==> src/rtl/common_pkg.sv <==
// Shared types for the can_clic interrupt arbiter and its sequencer.
//   IRQ_COUNT : number of interrupt sources
//   PRIO_W    : priority / threshold width
//   Prio      : one priority value
//   Entries   : arbiter input vector, [IRQ_COUNT] is the threshold, [i] is source i
//   Index     : source index, IRQ_COUNT means "no source"
package common_pkg;
  localparam int unsigned IRQ_COUNT = 3;
  localparam int unsigned PRIO_W    = 3;
  localparam int unsigned IDX_W     = $clog2(IRQ_COUNT + 1);

  typedef logic [PRIO_W-1:0] Prio;
  typedef Prio [IRQ_COUNT:0] Entries;
  typedef logic [IDX_W-1:0]  Index;
endpackage

==> src/rtl/can_clic.sv <==
// Combinational interrupt arbiter.
//   entries_i      : [IRQ_COUNT] = threshold, [i] = effective priority of source i
//   is_interrupt_o : some source is strictly above the threshold
//   index_o        : winning source, IRQ_COUNT when none
// Ties between sources go to the lowest index; a tie with the threshold never wins.
module can_clic
  import common_pkg::*;
(
  input  Entries entries_i,
  output logic   is_interrupt_o,
  output Index   index_o
);

  Prio best;

  always_comb begin
    best           = entries_i[IRQ_COUNT];
    index_o        = Index'(IRQ_COUNT);
    is_interrupt_o = 1'b0;
    for (int unsigned i = 0; i < IRQ_COUNT; i++) begin
      if (entries_i[i] > best) begin
        best           = entries_i[i];
        index_o        = Index'(i);
        is_interrupt_o = 1'b1;
      end
    end
  end

endmodule

==> src/rtl/can_clic_ctrl.sv <==
// Sequencer around can_clic: edge-latched pending bits, per-source priority/enable,
// a base threshold plus a nesting stack of preemption thresholds, and a registered
// req/ack offer to the core.
//   clk, rst_n   : clock, asynchronous active-low reset
//   irq_i        : raw interrupt lines (rising-edge sensitive)
//   cfg_*        : config write (sel < IRQ_COUNT -> source, sel == IRQ_COUNT -> base threshold)
//   irq_req_o    : interrupt offered; irq_id_o / irq_prio_o describe it
//   irq_ack_i    : core takes the offer; irq_done_i : core leaves current level
//   level_o      : nesting depth; err_o : one-cycle protocol error pulse
module can_clic_ctrl
  import common_pkg::*;
#(
  parameter int unsigned DEPTH = 4
) (
  input  logic                         clk,
  input  logic                         rst_n,
  input  logic [IRQ_COUNT-1:0]         irq_i,
  input  logic                         cfg_we_i,
  input  logic [IDX_W-1:0]             cfg_sel_i,
  input  logic [PRIO_W-1:0]            cfg_prio_i,
  input  logic                         cfg_en_i,
  output logic                         irq_req_o,
  output logic [IDX_W-1:0]             irq_id_o,
  output logic [PRIO_W-1:0]            irq_prio_o,
  input  logic                         irq_ack_i,
  input  logic                         irq_done_i,
  output logic [$clog2(DEPTH+1)-1:0]   level_o,
  output logic                         err_o
);

  localparam int unsigned LVL_W = $clog2(DEPTH + 1);

  logic [IRQ_COUNT-1:0] irq_q;
  logic [IRQ_COUNT-1:0] pending;
  logic [IRQ_COUNT-1:0] en;
  Prio                  prio [IRQ_COUNT];
  Prio                  base_thr;
  Prio                  stack [DEPTH];
  logic [LVL_W-1:0]     depth;

  logic [IRQ_COUNT-1:0] set_mask;
  logic [IRQ_COUNT-1:0] clr_mask;
  logic                 take;
  logic                 done_ok;
  logic                 proto_err;
  logic                 stack_full;
  Prio                  cur_thr;
  Prio                  win_prio;
  Entries               entries;
  logic                 is_int;
  Index                 win_idx;

  always_comb begin
    set_mask = irq_i & ~irq_q;
    take     = irq_ack_i & irq_req_o;

    clr_mask = '0;
    for (int unsigned i = 0; i < IRQ_COUNT; i++) begin
      if (take && (irq_id_o == Index'(i))) clr_mask[i] = 1'b1;
    end

    // Top of stack selected by compare instead of depth-1 indexing, so DEPTH=1 works.
    cur_thr = base_thr;
    for (int unsigned i = 0; i < DEPTH; i++) begin
      if (depth == LVL_W'(i + 1)) cur_thr = stack[i];
    end

    entries[IRQ_COUNT] = cur_thr;
    for (int unsigned i = 0; i < IRQ_COUNT; i++) begin
      entries[i] = (pending[i] && en[i]) ? prio[i] : '0;
    end

    stack_full = (depth == LVL_W'(DEPTH));
    // A done arriving with an ack is dropped; the ack wins.
    done_ok    = irq_done_i && !irq_ack_i && (depth != '0);
    proto_err  = (irq_ack_i && !irq_req_o) ||
                 (irq_ack_i && irq_done_i) ||
                 (irq_done_i && (depth == '0));
  end

  can_clic u_clic (
    .entries_i      (entries),
    .is_interrupt_o (is_int),
    .index_o        (win_idx)
  );

  always_comb begin
    win_prio = '0;
    for (int unsigned i = 0; i < IRQ_COUNT; i++) begin
      if (win_idx == Index'(i)) win_prio = prio[i];
    end
  end

  always_ff @(posedge clk or negedge rst_n) begin
    if (!rst_n) begin
      irq_q      <= '0;
      pending    <= '0;
      en         <= '0;
      base_thr   <= '0;
      depth      <= '0;
      irq_req_o  <= 1'b0;
      irq_id_o   <= Index'(IRQ_COUNT);
      irq_prio_o <= '0;
      err_o      <= 1'b0;
      for (int unsigned i = 0; i < IRQ_COUNT; i++) prio[i]  <= '0;
      for (int unsigned i = 0; i < DEPTH; i++)     stack[i] <= '0;
    end else begin
      irq_q   <= irq_i;
      // Set after clear: a new edge on the source being acked stays pending.
      pending <= (pending & ~clr_mask) | set_mask;

      if (cfg_we_i) begin
        if (cfg_sel_i == Index'(IRQ_COUNT)) begin
          base_thr <= cfg_prio_i;
        end else begin
          for (int unsigned i = 0; i < IRQ_COUNT; i++) begin
            if (cfg_sel_i == Index'(i)) begin
              prio[i] <= cfg_prio_i;
              en[i]   <= cfg_en_i;
            end
          end
        end
      end

      if (take) begin
        for (int unsigned i = 0; i < DEPTH; i++) begin
          if (depth == LVL_W'(i)) stack[i] <= irq_prio_o;
        end
        depth <= depth + LVL_W'(1);
      end else if (done_ok) begin
        depth <= depth - LVL_W'(1);
      end

      irq_req_o  <= is_int && !stack_full && !take;
      irq_id_o   <= win_idx;
      irq_prio_o <= win_prio;
      err_o      <= proto_err;
    end
  end

  assign level_o = depth;

endmodule

==> config.mk <==
export PLATFORM = sky130hd
export DESIGN_NAME = can_clic_ctrl
export DESIGN_NICKNAME = d
export VERILOG_FILES = /design/src/rtl/common_pkg.sv /design/src/rtl/can_clic.sv /design/src/rtl/can_clic_ctrl.sv
export SDC_FILE = /design/constraint.sdc
export NUM_CORES = 1
export LEC_CHECK = 0
export CAP_MARGIN = 40
export CELL_PAD_IN_SITES_DETAIL_PLACEMENT = 0
export CELL_PAD_IN_SITES_GLOBAL_PLACEMENT = 1
export CORE_MARGIN = 2
export CORE_UTILIZATION = 41
export CTS_CLUSTER_SIZE = 14
export DETAILED_ROUTE_END_ITERATION = 16
export PLACE_DENSITY_LB_ADDON = 0.12
export SYNTH_ARGS = -nofsm -noshare
export SYNTH_HDL_FRONTEND = slang
export SYNTH_SLANG_ARGS = --single-unit
==> constraint.sdc <==
create_clock -name clk -period 4.53 [get_ports clk]
set_input_delay 1.1325 -clock clk [delete_from_list [all_inputs] [get_ports clk]]
set_output_delay 1.1325 -clock clk [all_outputs]
set_load 0.005 [all_outputs]
Word level (Yosys, flattened, before mapping)
Index checks and enable logic that the tools add are counted.
{"block": "totals", "word_cells": 97, "ff_bits": 43, "input_bits": 14}
{"block": "op_classes", "order_cmp": 3, "addsub": 2, "n_bitwise": 7, "mux": 23, "n_reduce_logical": 33, "n_eq_ne": 11}
{"op": "2-to-1 mux 3 bit", "n": 14}
{"op": "logical AND 1 bit", "n": 13}
{"op": "AND reduction 2 bit", "n": 5}
{"op": "greater-than comparator 3 bit", "n": 3}
{"op": "AND reduction 3 bit", "n": 3}
{"op": "== test 2 bit, second input constant", "n": 4}
{"op": "AND 3 bit", "n": 2}
{"op": "== test 2 x 1 -> 1 bit, second input constant", "n": 3}
{"op": "== test 3 x 2 -> 1 bit, second input constant", "n": 2}
{"op": "zero test 2 bit", "n": 3}
{"op": "2-to-1 mux 1 bit", "n": 6}
{"op": "2-to-1 mux 2 bit", "n": 3}
{"op": "NOT 3 bit", "n": 2}
{"op": "zero test 1 bit", "n": 4}
{"op": "adder 3 x 1 -> 3 bit, second input constant", "n": 1}
{"op": "== test 3 x 1 -> 1 bit, second input constant", "n": 1}
{"op": "== test 3 bit, second input constant", "n": 1}
{"op": "zero test 3 bit", "n": 1}
{"op": "OR 3 bit", "n": 1}
{"op": "nonzero test 3 bit", "n": 1}
{"op": "subtractor 3 x 1 -> 3 bit, second input constant", "n": 1}
{"op": "logical OR 1 bit", "n": 2}
{"op": "nonzero test 2 bit", "n": 1}
{"op": "AND 1 bit", "n": 1}
{"op": "NOT 1 bit", "n": 1}

Longest topological paths before layout
Gate-level depths: netlist of the first run.
{"block": "logic_depth", "depth_word": 15, "mapped_depth": 23, "depth_no_buf": 21}

By module
Synthesis of the first run repeated with hierarchy kept, for this count alone.
{"block": "hier_totals", "cells_unflattened": 199, "hier_area_um2": 2309.7}
{"module": "can_clic_ctrl", "area_per_inst_um2": 1959.4, "n_inst": 1, "cells_per_inst": 156}
{"module": "can_clic", "area_per_inst_um2": 350.3, "n_inst": 1, "cells_per_inst": 43}

Worst setup path before layout of the first run
OpenSTA, ideal clock, no wires.
{"block": "synth_path", "path_kind": "reg-to-reg", "start": "reg depth[0] (netlist: level_o[0])", "end": "reg irq_prio_o[0]", "period_less_slack_ns": 4.995, "required_ns": 4.405, "setup_time_ns": 0.125, "n_path_buf": 2, "arrival_ns": 4.870, "setup_slack_ns": -0.465, "stages_incl_launch_ff": 24, "cell_sequence": "dfrtp_1 -> inv_1 -> ha_1 -> o21bai_2 -> a2111o_1 -> a31oi_2 -> inv_1 -> ha_1 -> and3b_1 -> or2_1 -> clkbuf_1 -> nor2_1 -> a22oi_1 -> ha_1 -> and3b_1 -> buf_2 -> o21a_1 -> nor3b_1 -> a211oi_1 -> ha_1 -> nor2b_1 -> o21ai_0 -> a32oi_1 -> mux2_2"}
{"block": "synth_via", "elab_chain_cells": 15}
{"item": "start: declaration", "line": "can_clic_ctrl.sv:39", "text": "logic [LVL_W-1:0] depth;"}
{"item": "start signal: assignment", "line": "can_clic_ctrl.sv:129", "text": "depth <= depth + LVL_W'(1);"}
{"item": "start signal: assignment", "line": "can_clic_ctrl.sv:131", "text": "depth <= depth - LVL_W'(1);"}
{"item": "== test 3 x 1 -> 1 bit", "line": "can_clic_ctrl.sv:65", "text": "if (depth == LVL_W'(i + 1)) cur_thr = stack[i];"}
{"item": "2-to-1 mux 3 bit (3 in series)", "line": "can_clic_ctrl.sv:65"}
{"item": "2-to-1 mux 3 bit *", "line": "can_clic_ctrl.sv:65"}
{"item": "greater-than comparator 3 bit", "line": "can_clic.sv:21", "text": "if (entries_i[i] > best) begin"}
{"item": "2-to-1 mux 3 bit", "line": "can_clic.sv:21"}
{"item": "greater-than comparator 3 bit", "line": "can_clic.sv:21"}
{"item": "2-to-1 mux 3 bit", "line": "can_clic.sv:21"}
{"item": "greater-than comparator 3 bit", "line": "can_clic.sv:21"}
{"item": "2-to-1 mux 2 bit *", "line": "can_clic.sv:21"}
{"item": "zero test 2 bit", "line": "can_clic_ctrl.sv:90", "text": "if (win_idx == Index'(i)) win_prio = prio[i];"}
{"item": "2-to-1 mux 3 bit (2 in series)", "line": "can_clic_ctrl.sv:90"}
{"item": "2-to-1 mux 3 bit *", "line": "can_clic_ctrl.sv:90"}
{"item": "via win_prio[0]", "line": "can_clic_ctrl.sv:48", "text": "Prio win_prio;"}
{"item": "end signal: assignment", "line": "can_clic_ctrl.sv:136", "text": "irq_prio_o <= win_prio;"}
{"item": "end: declaration", "line": "can_clic_ctrl.sv:24", "text": "output logic [PRIO_W-1:0] irq_prio_o,"}
The timed path passes the listed nets; every way through them passes the cells marked *.
A chain may end at the register's enable or synchronous reset.

Worst setup path in the final report of the first run
{"block": "layout_path", "start": "reg depth[1] (netlist: level_o[1])", "end": "reg irq_prio_o[2]"}
Same word-level chain as after synthesis.

==> results of run 1 <==
## worst max-delay path: cells and delay by family, from the launching register on
kind                     cells  cell delay [ns]
AND/OR/NAND/NOR              6             1.36
adder cells (fa/ha/maj)      4             1.04
buffers and inverters        2             0.24
multiplexers                 1             0.29
AO/OA/AOI/OAI                9             1.33
flip-flops                   1             0.46
## metal layers
metal	wire, um	share of wire [%]	vias to the layer above	global-route usage [%]
met5	0	0	-	0
met3	232	4.2	7	3.73
met2	2790	50	32	34.8
met1	2490	45	887	24.7
met4	76	1.4	0	4.14
li1	-	-	909	-
## sequential cells by signal, indices dropped and copies added (netlist names)
| signal | flops |
|---|---|
| pending | 3 |
| en | 3 |
| irq_prio_o | 3 |
| irq_q | 3 |
| irq_req_o | 1 |
| prio | 9 |
| base_thr | 3 |
| stack | 12 |
| err_o | 1 |
| level_o | 3 |
| irq_id_o | 2 |
## synth_stat cells, types with 4 or more instances
cell type | instances | area, um^2
mux2_2 | 27 | 304
inv_1 | 14 | 52.6
o21ai_0 | 13 | 65.1
nand3_1 | 9 | 45.0
and3_1 | 7 | 43.8
o31ai_1 | 4 | 30.0
nand2_1 | 14 | 52.6
dfrtp_1 | 41 | 1030
ha_1 | 15 | 188
nor2_1 | 6 | 22.5
## kinds of logic after synthesis
family / Yosys count / share of synthesized area (%)
AO/OA/AOI/OAI: 44 / 13.9
XOR/XNOR: 2 / 0.746
adder cells (fa/ha/maj): 15 / 8.00
buffers and inverters: 17 / 2.83
flip-flops: 43 / 45.9
multiplexers: 29 / 13.8
AND/OR/NAND/NOR: 61 / 14.8
## stage by stage
stage	util [%]	TNS (ns)	cells	hold WS (ns)	setup WS (ns)
after global routing	59.4	-2.73	354	0.447	-0.506
after floorplan	-	-0.615	211	0.400	-0.175
after CTS	58.2	-0.450	352	0.425	-0.124
after global placement	54.0	-0.967	337	0.401	-0.234
after detailed placement	54.0	-1.27	337	0.413	-0.294
final	59.4	-1.68	354	0.421	-0.331
## layout make-up
class / count / area [um^2] / share of cell area, %
inverters: 14 / 55.1 / 1.68
multi-input cells: 151 / 1370 / 41.9
flip-flops and latches: 43 / 1080 / 33.1
clock inverters: 2 / 38.8 / 1.19
well taps: 72 / 90.1 / 2.76
clock buffers: 6 / 82.6 / 2.53
repair buffers: 66 / 552 / 16.9
## path summary, 6_finish.rpt
path                             from             to  slack [ns]  depth (start not counted)
max                        level_o[1]  irq_prio_o[2]       -0.33                         22
min                          irq_q[2]     pending[2]        0.42                          1
max reg2reg                level_o[1]  irq_prio_o[2]       -0.33                         22
min reg2reg                  irq_q[2]     pending[2]        0.42                          1
max in group asynchronous       rst_n     level_o[1]        3.23                          2
min in group asynchronous       rst_n     level_o[2]        0.90                          2
## what timing repair did
action	4_1_cts	5_1_grt
gates cloned	0	0
buffers inserted	7	2
pin swaps	11	12
endpoints found under the setup margin	6	6
resized for setup	13	10
==> impl_metrics.csv, run 1 <==
group,metric,value,unit
final_layout,antenna_cells,0,
final_layout,fillers,462,
routing,drc,0,
place,port_buffers,23,
floorplan,dieArea,6350,um^2
global_route,grt_use_total,19.6,%
cts,clk_pin_slew_worst_paths,0.08,ns
routing,drt.antenna.violating_nets,0,
sta,worst_slack,-0.331,ns
final_layout,layout_common_cells,"buf_4, dfrtp_1, mux2_2, clkdlybuf4s50_1, nand2_1",
sta,max_freq,0.206,GHz
floorplan,start_util,42.6,%
routing,drtIter0Drc,38,
cts,clkSinkCount,43,
routing,dr.pass1.iters,4,
cts,htreeDepth,2,
global_route,grt_first_pass_wirelength,9540,um
sta,finalSetupViolCount,6,
global_route,antenna_found_initial,0,
floorplan,core-area,5510,um^2
sta,fin_skew,0.00924,ns
logic_synthesis,ys_types,50,
logic_synthesis,synth.avg_cell_area,11.1,um^2
sta,min_period_over_period,107,%
place,dpl.hpwl,4060,um
place,dpl_cell_area,2970,um^2
logic_synthesis,async_flop_share,100,%
logic_synthesis,synth-edff-count,0,
critical_path,cp_slowest_cell,"dfrtp_2",
sta,hold_viol,0,
floorplan,num_rows,27,
sta,maxSlewViolCount,0,
cts,cts_tree,"done",
critical_path,cp-start-kind,"flop",
critical_path,worst-setup-path-type,"reg -> reg",
floorplan,die_w,79.7,um
cts,clk_root_buffer_cell,"clkbuf_8",
final_layout,final_area,3270,um^2
hold_path,min_path_type,"reg -> reg",
sta,grt_setup_unrepaired,"true",
final_layout,area_growth,39.2,%
logic_synthesis,syn_nets,240,
logic_synthesis,yosysSeqAreaShare,45.9,%
sta,worst_slew_margin_rel,54.5,%
logic_synthesis,ys_ff_latch,43,
routing,routed_via_density,5.18,
floorplan,ios,24,
critical_path,critPathMaxStageDelay,0.46,ns
job,cap_violations,0,
place,gp_congestion,0.866,
critical_path,cp.arrival,5.04,ns
critical_path,worstPathMaxFanout,6,
outcome,violations,"negative setup slack",
global_route,gr-total-overflow,0,
logic_synthesis,synth_ff_type,"dfrtp_1",
logic_synthesis,synth_area,2350,um^2
critical_path,crit_path_cell_trace,"inv_2 > ha_4 > or3b_4 > a21oi_4 > o311ai_4 > o21ai_1 > ha_1 > and3b_2 > or2_4 > nor2_4 > a22oi_2 > ha_1 > a21o_1 > o21a_4 > nor3b_2 > a211oi_2 > ha_1 > nor2b_1 > o21ai_1 > a32oi_2 > buf_6 > mux2_4",
routing,wirelength,5590,um
routing,wire_per_inst,15.8,um
cts,hold_buffers,0,
cts,cts-buffers-inserted,5,
logic_synthesis,yosysWarnings,0,
final_layout,layout_commonest_cell,"buf_4",
sta,period_needed,4.86,ns
critical_path,worstSetupEndpointType,"flop",
sta,tightestPinTransition,0.682,ns
floorplan,die-height,79.7,um
critical_path,crit_path_frequent_cell,"ha_1",
outcome,status,"finished with violations",
cts,clk_latency,0.29,ns
routing,routed-via-count,1835,
global_route,grt_max_degree,44,
final_layout,drive_above_1_share,41.1,%
critical_path,required,4.71,ns
cts,clockBufferDepth,2,
final_layout,nets,310,
global_route,grt_pass1_vias,1973,
logic_synthesis,netlist_instances,211,
Power of run 1 is not shown: default switching activity piles up to over one toggle a cycle in this logic, so the estimate is an artifact.
==> inputs of run 2 (changes only) <==
--- a/config.mk
+++ b/config.mk
@@ -5,11 +5,12 @@
 export SDC_FILE = /design/constraint.sdc
 export NUM_CORES = 1
 export LEC_CHECK = 0
+export ABC_AREA = 1
 export CAP_MARGIN = 40
 export CELL_PAD_IN_SITES_DETAIL_PLACEMENT = 0
 export CELL_PAD_IN_SITES_GLOBAL_PLACEMENT = 1
 export CORE_MARGIN = 2
-export CORE_UTILIZATION = 41
+export CORE_UTILIZATION = 38
 export CTS_CLUSTER_SIZE = 14
 export DETAILED_ROUTE_END_ITERATION = 16
 export PLACE_DENSITY_LB_ADDON = 0.12
==> run 2 against run 1 <==
Against the previous run:
- the run now ends clean
- critical path depth is 5 higher
- final area fell by 14%
- global-route usage down 3.8 points
- flip-flop and latch count is the same
- highest routed layer unchanged
==> impl_metrics.csv, run 2 <==
group,metric,value,unit
cts,clockBufferDepth,2,
critical_path,cp-start-kind,"flop",
logic_synthesis,synth_top_area_share,43.5,%
routing,wl_met2,2090,um
hold_path,min_path_type,"reg -> reg",
cts,clk_pin_slew_worst_paths,0.09,ns
floorplan,die-height,82.8,um
critical_path,required,4.76,ns
critical_path,crit_path_frequent_cell,"nand2_1",
logic_synthesis,synth_common_cells,"nand2_1, dfrtp_1, inv_1",
global_route,grt_use_total,15.8,%
global_route,grt_pass1_vias,1810,
routing,routed-via-count,1843,
routing,dr.pass1.iters,4,
global_route,gr-total-overflow,0,
place,gp_congestion,0.775,
routing,dr_wl_met3,201,um
routing,drtIter0Drc,58,
logic_synthesis,synth.avg_cell_area,8.43,um^2
critical_path,worst-setup-path-type,"reg -> reg",
routing,wirelength,5010,um
logic_synthesis,ys_ff_latch,43,
critical_path,cp_top_family,"simple AND/OR/NAND/NOR gates",
final_layout,final_cells,387,
logic_synthesis,synth-edff-count,0,
place,dpl.hpwl,3980,um
sta,worst_slew_margin_rel,79.4,%
floorplan,start_util,39.6,%
floorplan,num_rows,28,
routing,routed_via_density,4.76,
critical_path,cp.buffers_inverters,3,
critical_path,worstSetupEndpointType,"flop",
critical_path,worstPathMaxFanout,9,
routing,top_layer_used,"met4",
logic_synthesis,synth_ff_type,"dfrtp_1",
global_route,grt_max_degree,33,
logic_synthesis,yosysWarnings,0,
final_layout,utilization,47.2,%
sta,max_freq,0.239,GHz
floorplan,die_w,82.8,um
final_layout,drive_above_1_share,14.1,%
place,port_buffers,23,
sta,period_needed,4.18,ns
floorplan,ios,24,
place,place_inst,378,
sta,tightestPinTransition,0.310,ns
final_layout,largest_reg_flops,12,
floorplan,core-area,5960,um^2
global_route,antenna_found_initial,0,
routing,drt.antenna.violating_nets,0,
critical_path,reg2reg_slack,0.35,ns
logic_synthesis,synth_area,2360,um^2
sta,maxSlewViolCount,0,
logic_synthesis,post_synth_main_area_contributors,"dfrtp_1, nand2_1, ha_1, inv_1, nand3_1",
final_layout,regMostFlops,"stack",
final_layout,nets,340,
final_layout,antenna_cells,0,
cts,clkSinkCount,43,
logic_synthesis,netlist_instances,280,
place,dpl_cell_area,2690,um^2
floorplan,dieArea,6860,um^2
sta,finalSetupViolCount,0,
final_layout,layout_common_cells,"nand2_1, dfrtp_1, inv_1, nand3_1, o21ai_0",
critical_path,critPathMaxStageDelay,0.44,ns
routing,wire_per_inst,13.0,um
final_layout,final_area,2810,um^2
logic_synthesis,syn_nets,309,
logic_synthesis,synth_top_cell_by_area,"dfrtp_1",
final_layout,layout_commonest_cell,"nand2_1",
critical_path,cp_slowest_cell,"dfrtp_2",
global_route,grt_first_pass_wirelength,8740,um
sta,hold_viol,0,
job,cap_violations,0,
logic_synthesis,synth_most_common_cell,"nand2_1",
cts,cts_tree,"done",
critical_path,cp.arrival,4.42,ns
sta,fin_skew,0.00660,ns
logic_synthesis,yosysSeqAreaShare,45.7,%
final_layout,top_regs,"stack x12, prio x9",
routing,drc,0,
cts,htreeDepth,2,
outcome,status,"finished, final reports clean",
final_layout,area_growth,19.0,%
cts,clk_root_buffer_cell,"clkbuf_8",
sta,min_period_over_period,92.4,%
cts,cts-buffers-inserted,5,
logic_synthesis,ys_types,28,
routing,wl_met1,2660,um
logic_synthesis,async_flop_share,100,%
cts,clk_latency,0.30,ns
run 2: area by class of cell:
type | instances | area [um^2]
Clock buffer | 5 | 68.8
Clock inverter | 3 | 23.8
Fill cell | 598 | 3150
Inverter | 41 | 155
Multi-Input combinational cell | 195 | 1130
Sequential cell | 43 | 1080
Tap cell | 75 | 93.8
Timing Repair Buffer | 25 | 253
run 2: cell families after synthesis:
family | share of synthesized area [%]
buffers and inverters | 7.05
adders and majority gates | 7.95
DFF | 45.7
and+or+nand+nor | 26.8
AOI/OAI and AO/OA | 11.4
xor gates and xnor gates | 1.11
run 2: worst paths after layout:
path	startpoint	end	cells after the start
setup / recovery	level_o[0]	irq_prio_o[1]	27
hold / removal	irq_q[1]	pending[1]	1
setup reg to reg	level_o[0]	irq_prio_o[1]	27
hold reg to reg	irq_q[1]	pending[1]	1
max in group asynchronous	rst_n	irq_id_o[0]	2
min in group asynchronous	rst_n	stack[6]	1
run 2: worst register-to-register path: cells and delay by family (launching register included):
family | cells | cell delay (ns)
AO/OA/AOI/OAI | 3 | 0.51
buffers and inverters | 3 | 0.33
flip-flops | 1 | 0.44
adder cells (fa/ha/maj) | 5 | 1.23
AND/OR/NAND/NOR | 16 | 1.61
run 2: through the flow:
stage | hold WS [ns] | worst slack (ns) | setup TNS, ns
detailed placement | 0.412 | 0.191 | 0
global route | 0.446 | -0.0187 | -0.0187
global placement | 0.406 | 0.210 | 0
finish | 0.420 | 0.346 | 0
CTS | 0.424 | 0.179 | 0
floorplan | 0.400 | 0.614 | 0
run 2: metal layers:
layer  vias up  global-route usage (%)
li1        972                       -
met1       832                    23.5
met2        34                    22.9
met3         5                    3.68
met4         0                    4.92
met5         -                       0
run 2: timing repair:
action                     4_1_cts  5_1_grt
setup endpoints to repair        0        5
buffers inserted                 0        1
hold buffers                     0        0
resized for setup                0        7
Power of run 2 is left out for the same reason.
